### src/rtl/image_sram_arbiter.sv
// Image-SRAM port arbiter: shares one SRAM port between the MCU stream path and
// the dithering engine. Round-robin between the two, with a per-requester lock so a
// read-modify-write sequence stays atomic. Read returns are tagged and routed back to
// the requester that issued them.
module image_sram_arbiter #(
    parameter int unsigned IMAGE_ADDR_WIDTH = 12,
    parameter int unsigned DATA_WIDTH       = 24,
    parameter int unsigned RD_LATENCY       = 2,
    parameter int unsigned LOCK_MAX         = 16
) (
    input  logic                        clk,
    input  logic                        rst_n,
    input  logic                        mcu_req,
    input  logic                        mcu_we,
    input  logic                        mcu_lock,
    input  logic [IMAGE_ADDR_WIDTH-1:0] mcu_addr,
    input  logic [DATA_WIDTH-1:0]       mcu_wdata,
    output logic                        mcu_gnt,
    output logic                        mcu_rvalid,
    input  logic                        dith_req,
    input  logic                        dith_we,
    input  logic                        dith_lock,
    input  logic [IMAGE_ADDR_WIDTH-1:0] dith_addr,
    input  logic [DATA_WIDTH-1:0]       dith_wdata,
    output logic                        dith_gnt,
    output logic                        dith_rvalid,
    output logic [DATA_WIDTH-1:0]       rdata,
    output logic [IMAGE_ADDR_WIDTH-1:0] sram_addr,
    output logic [DATA_WIDTH-1:0]       sram_wdata,
    output logic                        sram_rden,
    output logic                        sram_wren,
    input  logic [DATA_WIDTH-1:0]       sram_rdata,
    output logic                        lock_err
);

    localparam int unsigned CntWidth = $clog2(LOCK_MAX + 1);

    typedef enum logic [1:0] {
        IDLE,
        OWN_MCU,
        OWN_DITH
    } state_t;

    state_t                state;
    state_t                issue_state;
    logic                  last_dith;    // 1: dither engine was granted most recently
    logic [CntWidth-1:0]   lock_cnt;
    logic                  ign_mcu;      // lock ignored after a forced release
    logic                  ign_dith;
    logic [RD_LATENCY-1:0] tag_vld;
    logic [RD_LATENCY-1:0] tag_dith;

    logic arb_mcu;
    logic arb_dith;
    logic gnt_m;
    logic gnt_d;
    logic rd_issue;

    // Grant decision: owner has absolute priority while it requests or holds its lock;
    // otherwise plain round-robin with the tie going to the side not granted last.
    always_comb begin
        arb_mcu  = mcu_req & (~dith_req | last_dith);
        arb_dith = dith_req & (~mcu_req | ~last_dith);
        gnt_m    = 1'b0;
        gnt_d    = 1'b0;
        unique case (state)
            OWN_MCU: begin
                if (mcu_req || mcu_lock) begin
                    gnt_m = mcu_req;
                end else begin
                    gnt_d = arb_dith;
                end
            end
            OWN_DITH: begin
                if (dith_req || dith_lock) begin
                    gnt_d = dith_req;
                end else begin
                    gnt_m = arb_mcu;
                end
            end
            default: begin
                gnt_m = arb_mcu;
                gnt_d = arb_dith;
            end
        endcase
        gnt_m    = gnt_m & rst_n;
        gnt_d    = gnt_d & rst_n;
        rd_issue = (gnt_m & ~mcu_we) | (gnt_d & ~dith_we);
    end

    // SRAM port mux and read-data forwarding; everything is quiet while in reset.
    always_comb begin
        mcu_gnt    = gnt_m;
        dith_gnt   = gnt_d;
        sram_addr  = '0;
        sram_wdata = '0;
        sram_rden  = 1'b0;
        sram_wren  = 1'b0;
        if (gnt_m) begin
            sram_addr  = mcu_addr;
            sram_wdata = mcu_wdata;
            sram_wren  = mcu_we;
            sram_rden  = ~mcu_we;
        end else if (gnt_d) begin
            sram_addr  = dith_addr;
            sram_wdata = dith_wdata;
            sram_wren  = dith_we;
            sram_rden  = ~dith_we;
        end
        rdata       = rst_n ? sram_rdata : '0;
        mcu_rvalid  = tag_vld[RD_LATENCY-1] & ~tag_dith[RD_LATENCY-1];
        dith_rvalid = tag_vld[RD_LATENCY-1] & tag_dith[RD_LATENCY-1];
    end

    // State that follows from this cycle's issue when no lock is being held.
    always_comb begin
        if (gnt_m && mcu_lock && !ign_mcu) begin
            issue_state = OWN_MCU;
        end else if (gnt_d && dith_lock && !ign_dith) begin
            issue_state = OWN_DITH;
        end else begin
            issue_state = IDLE;
        end
    end

    // Ownership FSM with lock timeout, round-robin history and sticky lock error.
    always_ff @(posedge clk or negedge rst_n) begin
        if (!rst_n) begin
            state     <= IDLE;
            last_dith <= 1'b1;
            lock_cnt  <= '0;
            ign_mcu   <= 1'b0;
            ign_dith  <= 1'b0;
            lock_err  <= 1'b0;
        end else begin
            if (gnt_m) begin
                last_dith <= 1'b0;
            end else if (gnt_d) begin
                last_dith <= 1'b1;
            end
            ign_mcu  <= ign_mcu & mcu_lock;
            ign_dith <= ign_dith & dith_lock;
            unique case (state)
                OWN_MCU: begin
                    if (mcu_lock) begin
                        if (lock_cnt == CntWidth'(LOCK_MAX - 1)) begin
                            state    <= IDLE;
                            lock_cnt <= '0;
                            lock_err <= 1'b1;
                            ign_mcu  <= 1'b1;
                        end else begin
                            lock_cnt <= lock_cnt + 1'b1;
                        end
                    end else begin
                        state    <= issue_state;
                        lock_cnt <= '0;
                    end
                end
                OWN_DITH: begin
                    if (dith_lock) begin
                        if (lock_cnt == CntWidth'(LOCK_MAX - 1)) begin
                            state    <= IDLE;
                            lock_cnt <= '0;
                            lock_err <= 1'b1;
                            ign_dith <= 1'b1;
                        end else begin
                            lock_cnt <= lock_cnt + 1'b1;
                        end
                    end else begin
                        state    <= issue_state;
                        lock_cnt <= '0;
                    end
                end
                default: begin
                    state    <= issue_state;
                    lock_cnt <= '0;
                end
            endcase
        end
    end

    // Read tag pipe: {valid, owner} shifts along with the SRAM read latency.
    always_ff @(posedge clk or negedge rst_n) begin
        if (!rst_n) begin
            tag_vld  <= '0;
            tag_dith <= '0;
        end else begin
            tag_vld[0]  <= rd_issue;
            tag_dith[0] <= gnt_d;
            for (int i = 1; i < int'(RD_LATENCY); i++) begin
                tag_vld[i]  <= tag_vld[i-1];
                tag_dith[i] <= tag_dith[i-1];
            end
        end
    end

endmodule
### config.mk
export PLATFORM = sky130hd
export DESIGN_NAME = image_sram_arbiter
export DESIGN_NICKNAME = d
export VERILOG_FILES = /design/src/rtl/image_sram_arbiter.sv
export SDC_FILE = /design/constraint.sdc
export NUM_CORES = 1
export LEC_CHECK = 0
export ABC_AREA = 1
export ABC_CLOCK_PERIOD_IN_PS = 2100
export CORE_UTILIZATION = 25
export DETAILED_ROUTE_END_ITERATION = 8
export PLACE_DENSITY = 0.83
export SETUP_SLACK_MARGIN = 0.4
export SLEW_MARGIN = 15
export SYNTH_ARGS = -nofsm -noshare
export SYNTH_HDL_FRONTEND = slang
export SYNTH_SLANG_ARGS = --single-unit
### constraint.sdc
create_clock -name clk -period 2.1 [get_ports clk]
set_input_delay 0.525 -clock clk [delete_from_list [all_inputs] [get_ports clk]]
set_output_delay 0.525 -clock clk [all_outputs]
set_load 0.05 [all_outputs]
==> metrics list, run 1 <==
- The flow did not finish.
* Halt point of the flow: global routing (5_1_grt)
* Halt Reason: [ERROR DPL-0038] Utilization greater than 100%, impossible to legalize
* Initial Utilization: 26.39%
- The biggest area contributor in the post-synthesis netlist is nand2_1.
* Clock buffers created by TritonCTS: 3
- Combinational family with the most area after synthesis: simple AND/OR/NAND/NOR gates
* Clock sink count: 15
- Pin placement for this block handled 171 I/O pins.
* Maximum number of pins on one net before global-route repair: 16
- Buffer type at the clock tree root: clkbuf_8
* Register bit total from synthesis: 15
- Total number of placement rows: 27
* Type of the worst endpoint after the last repair: top-level output
- Dominant cells by area after synthesis: nand2_1 30%, dfrtp_1 24%, nand3_1 15%
- During placement, the flow inserted port buffers numbering 170.
- Nets in the synthesized netlist: 374
- In this run the mean area of a mapped cell was 5.544 um^2.
- Prior to clock tree synthesis, the placed netlist has a worst setup slack of -0.5632 ns.
- The congestion estimate from routability-driven global placement came to 0.9148.
* Placed standard-cell area: 4423 um^2
* Post-CTS Hold Buffers: 0
- Of the post-synthesis cell area, the dominant cell type holds 29.67%.
- Synthesized-area fraction occupied by ao, oa, aoi and oai cells: 4.396%
- Synthesis handed over a netlist of 267 instances.
- Synthesis instantiated 22 different standard cells from the library.
- Adder and majority cell fraction of the synthesized area: 2.536%
* Multiplexer share of the synthesized area: 0%
- In this run the horizontal extent of the chip is 78.95 um.
* Sequential-to-total area share from yosys stat: 25.44%
- Total half-perimeter wirelength after legalization and detailed placement: 6951 um
* Htree depth: 1
* Die Span Y: 78.95 um
- Simple logic cell fraction of the synthesized area: 49.20%
* Placed Cells: 514
* Worst endpoint, post-GRT repair: sram_wdata[5]
* Post-synthesis instance area: 1480 um^2
- The clock passes through at most 2 buffers.
- For this run, the number of Yosys warnings is 0.
- Xor-xnor portion of the synthesized cell area: 1.183%
[what timing repair did]
item                                    in CTS
endpoints found under the setup margin      66
pin swaps                                   30
buffers inserted                             7
resized for setup                          143
hold endpoints to repair                     0
gates cloned                                 8
[Yosys cell counts, drive strengths merged]
cell type  instances
dfrtp             14
nor2              13
dfstp              1
buf               13
xor2               1
clkbuf             2
nand4              3
nand3             43
xnor2              1
ha                 3
a21oi              5
a311oi             1
o21bai             1
o21ai              4
nand2            118
inv               44
[per-stage QoR]
stage | TNS (ns) | hold WS [ns]
after detailed placement | -18.85 | 0.3402
after global placement | -16.48 | 0.3329
after floorplan | 0 | 0.2294
after CTS | -18.55 | 0.3551
[cell families after synthesis]
logic type / count (synthesis)
adder cells (fa/ha/maj): 3
AND/OR/NAND/NOR: 177
AO/OA/AOI/OAI: 11
XOR/XNOR: 2
flip-flops: 15
buffers and inverters: 59
==> run 2, diff against run 1 <==
- ABC_CLOCK_PERIOD_IN_PS: 2100 -> 2730
- CORE_UTILIZATION: 25 -> 28
- PLACE_DENSITY: 0.83 -> not set
- PLACE_DENSITY_LB_ADDON: not set -> 0.15
- SETUP_SLACK_MARGIN: 0.4 -> not set
- clock period: 2.1 -> 2.73 ns (I/O delays scaled with it)
==> metrics list, run 2 <==
- Ant diodes: 0
- VDD sags by at most 0.0002004 V.
- Antenna violations before repair: 0
* Clock period minus worst slack: 2.862 ns
- Worst path required time: 2.05 ns
* Status: finished, violations left (was aborted with a tool error)
- Dividing the detail-routed wire length by the instance count gives 18.62 um.
- After detailed routing, the number of remaining DRC violations is 0.
* Net count, final: 561
* Data arrival time at the worst-slack endpoint: 2.18 ns
- The first routing iteration left 115 violations.
- Terminus of the critical flop-to-flop path: tag_vld[0]$_DFF_PN0_
- Across all layers, the routed design uses 2597 vias.
- Number of max-cap violations: 0
- Final design instance area without fill: 4613 um^2
* Largest area contributor in the netlist: nand2_1 (unchanged)
- Prevailing post-synth register cell: dfrtp_1 (unchanged)
- Once detail routing completed, the nets flagged for antenna violations numbered 0.
* Post-synthesis instance area: 1480 um^2 (unchanged)
- Top library cells by usage in the layout, fill and taps aside: 101 x clkdlybuf4s50_1, 72 x nand2_1, 68 x buf_12
- Clk Latency, worst-skew pair: 0.25 ns
- For this run, the share of the core covered by cells in the final layout is 90.32%.
- Portion of synthesized cell area occupied by the leading cell type: 29.67% (unchanged)
- The number of hold violations in the final report came to 0.
* First-pass GRT wire length: 10480 um
* Final setup violation count: 38
* Top cell types by occurrence after synthesis: 117 x nand2_1, 43 x inv_1, 43 x nand3_1 (unchanged)
- Leakage power summed over all cells: 0.002190 uW
- Unrepaired setup endpoints after global routing: yes
- Entering global routing, the biggest net connects 32 pins.
- The final RePlAce weighted congestion was 0.8739 (was 0.9148).
- Die footprint: 5581 um^2
- The count of flip-flops with a built-in enable after synthesis is 0 (unchanged).
* Reg2reg start: state[0]$_DFF_PN0_
* Syn avg cell area: 5.544 um^2 (unchanged)
- Dominant cells by area after synthesis: nand2_1 30%, dfrtp_1 24%, nand3_1 15% (unchanged)
- Die span in x: 74.71 um (was 78.95 um)
- The library cell used most frequently in the layout, excluding fill and tap cells, is clkdlybuf4s50_1.
- The post-route netlist has 39.74% of its cells at a drive strength greater than 1.
- Overall overflow remaining after global route: 0
- The register with the most flip-flops in the layout has 5 of them.
- On the final layout, the worst clock skew is 0.003564 ns.
* Max Fclk: 0.3495 GHz
- Top-count cell post-synth: nand2_1 (unchanged)
* Crit path kind: reg2out
* Clock buffers created by TritonCTS: 3 (unchanged)
- STA classifies the critical path startpoint as a flip-flop.
* Routed via count divided by cell count: 4.966
- In this run the worst setup path begins at state[0]$_DFF_PN0_.
* Total number of placement rows: 26 (was 27)
- The number of sinks handled by clock tree synthesis came to 15 (unchanged).
* Sequential-to-total area share from yosys stat: 25.44% (unchanged)
- After layout, the worst setup slack is -0.1316 ns.
- The first detailed-routing pass ran for 5 iterations.
* Total Routed Length: 9737 um
- The fraction of synthesis flops using an asynchronous set or reset pin came to 100.0% (unchanged).
* Least-Margin Pin Slew: 0.5145 ns
- The number of global-route vias before repair is 2286.
- From synthesis to final layout, the design area changed by 211.7%.
- # port buffers: 170 (unchanged)
- The total count of max-transition violations in the final report came to 0.
- Clock transition time at the flip-flop clock pins of the worst setup and hold paths: 0.06 ns
- Along the worst hold path, the cell count comes to 0.
* Setup crit end kind: output pin
* Path type of the worst min-delay path: reg2reg
* CTS tree: done
- Register bit total from synthesis: 15 (unchanged)
- Largest fanout of any net on the critical path: 7
- Core footprint: 5107 um^2
- The number of nets in the synthesized netlist is 374 (unchanged).
- Htree depth: 1 (unchanged)
* Cell count of the worst reg-to-reg path: 10
* Die Span Y: 74.71 um (was 78.95 um)
- Total half-perimeter wirelength after legalization and detailed placement: 5729 um (was 6951 um)
* Power density normalized to cell area: 365.8 nW/um^2
* Final worst-path cycle share: 104.8%
* Hold path startpoint: tag_dith[0]$_DFF_PN0_
- The number of instances in the synthesized netlist is 267 (unchanged).
- Global routing used 24.77% of the available tracks.
- Flop-to-flop setup slack: 0.86 ns
- The checks that failed: negative setup slack.
- Number of placed I/O pins: 171 (unchanged)
* End point of the critical path: sram_rden
* Initial Utilization: 28.98% (was 26.39%)
* Yosys warning total: 0 (unchanged)
* Worst-case clock buffer depth: 2 (unchanged)
- In this run the tightest slew margin relative to its limit is 65.59%.
* Biggest register: lock_cnt
- The clock tree root driver cell is clkbuf_8 (unchanged).
- Yosys cell types: 22 (unchanged)
* Placed standard-cell area: 3990 um^2 (was 4423 um^2)
==> run 2: critical path: stages (launching register included) <==
cell and delay (ns):
dfrtp_1 0.43, inv_2 0.07, ha_4 0.33, nor2_2 0.06, a21oi_2 0.11, o21ai_2 0.08, nand2_2 0.14, buf_6 0.15
buf_8 0.12, nand3_1 0.12, nand2_1 0.15, buf_12 0.15
==> run 2: timing repair <==
| action | in CTS | in global routing |
|---|---|---|
| resized for setup | 39 | 74 |
| pin swaps | 5 | 29 |
| cloned | 2 | 4 |
| buffers inserted | 6 | 0 |
| setup endpoints to repair | 39 | 38 |
| endpoints found under the hold margin | 0 | 0 |
| hold buffers | 0 | 0 |
==> run 2: final cells by class <==
class | count | area (um^2)
multi-input combinational | 193 | 1217
fill | 205 | 494.2
clock buffer | 4 | 45.04
sequential | 15 | 376.6
timing repair buffer | 197 | 2719
tap | 70 | 87.58
inverter | 44 | 167.7
==> run 2: stage by stage <==
step	hold slack, ns	instances	setup TNS (ns)	power, uW	worst slack, ns
3_5_place_dp	0.3433	507	-5.878	1313	-0.1889
6_report	0.3556	523	-1.852	1687	-0.1316
5_1_grt	0.3648	523	-4.403	1738	-0.2009
4_1_cts	0.3568	519	0	1554	0.01238
3_3_place_gp	0.3370	507	-4.259	1298	-0.1385
2_1_floorplan	0.3312	267	0	710.1	0.06430
==> run 2: worst min path at each step <==
stage and endpoint:
3_5_place_dp tag_vld[1]$_DFF_PN0_, 2_1_floorplan tag_dith[1]$_DFF_PN0_, 6_report tag_dith[1]$_DFF_PN0_, 3_3_place_gp tag_dith[1]$_DFF_PN0_, 5_1_grt tag_dith[1]$_DFF_PN0_, 4_1_cts tag_vld[1]$_DFF_PN0_
==> run 2: metal layers <==
| layer | GRT usage, % | up-vias | share of wire [%] |
|---|---|---|---|
| met5 | 0 | - | 0 |
| met4 | 10.48 | 0 | 4.5 |
| met3 | 7.898 | 31 | 8.2 |
| met2 | 43.84 | 161 | 55 |
| met1 | 27.27 | 1218 | 32 |
| li1 | - | 1187 | - |
==> run 2: kinds of logic after synthesis <==
family | after synthesis | share of synthesized area [%]
simple gates | 177 | 49.20
buf+inv | 59 | 17.24
flops | 15 | 25.44
compound gates | 11 | 4.395
fa+ha+maj | 3 | 2.536
xor+xnor | 2 | 1.184
==> run 2: power breakdown <==
part	leakage, uW	switching, uW	internal [uW]
logic	0.00197	645	605
clock network	0.0000228	83.5	104
registers	0.000200	11.6	239
Power figures use the tool's default switching activity.
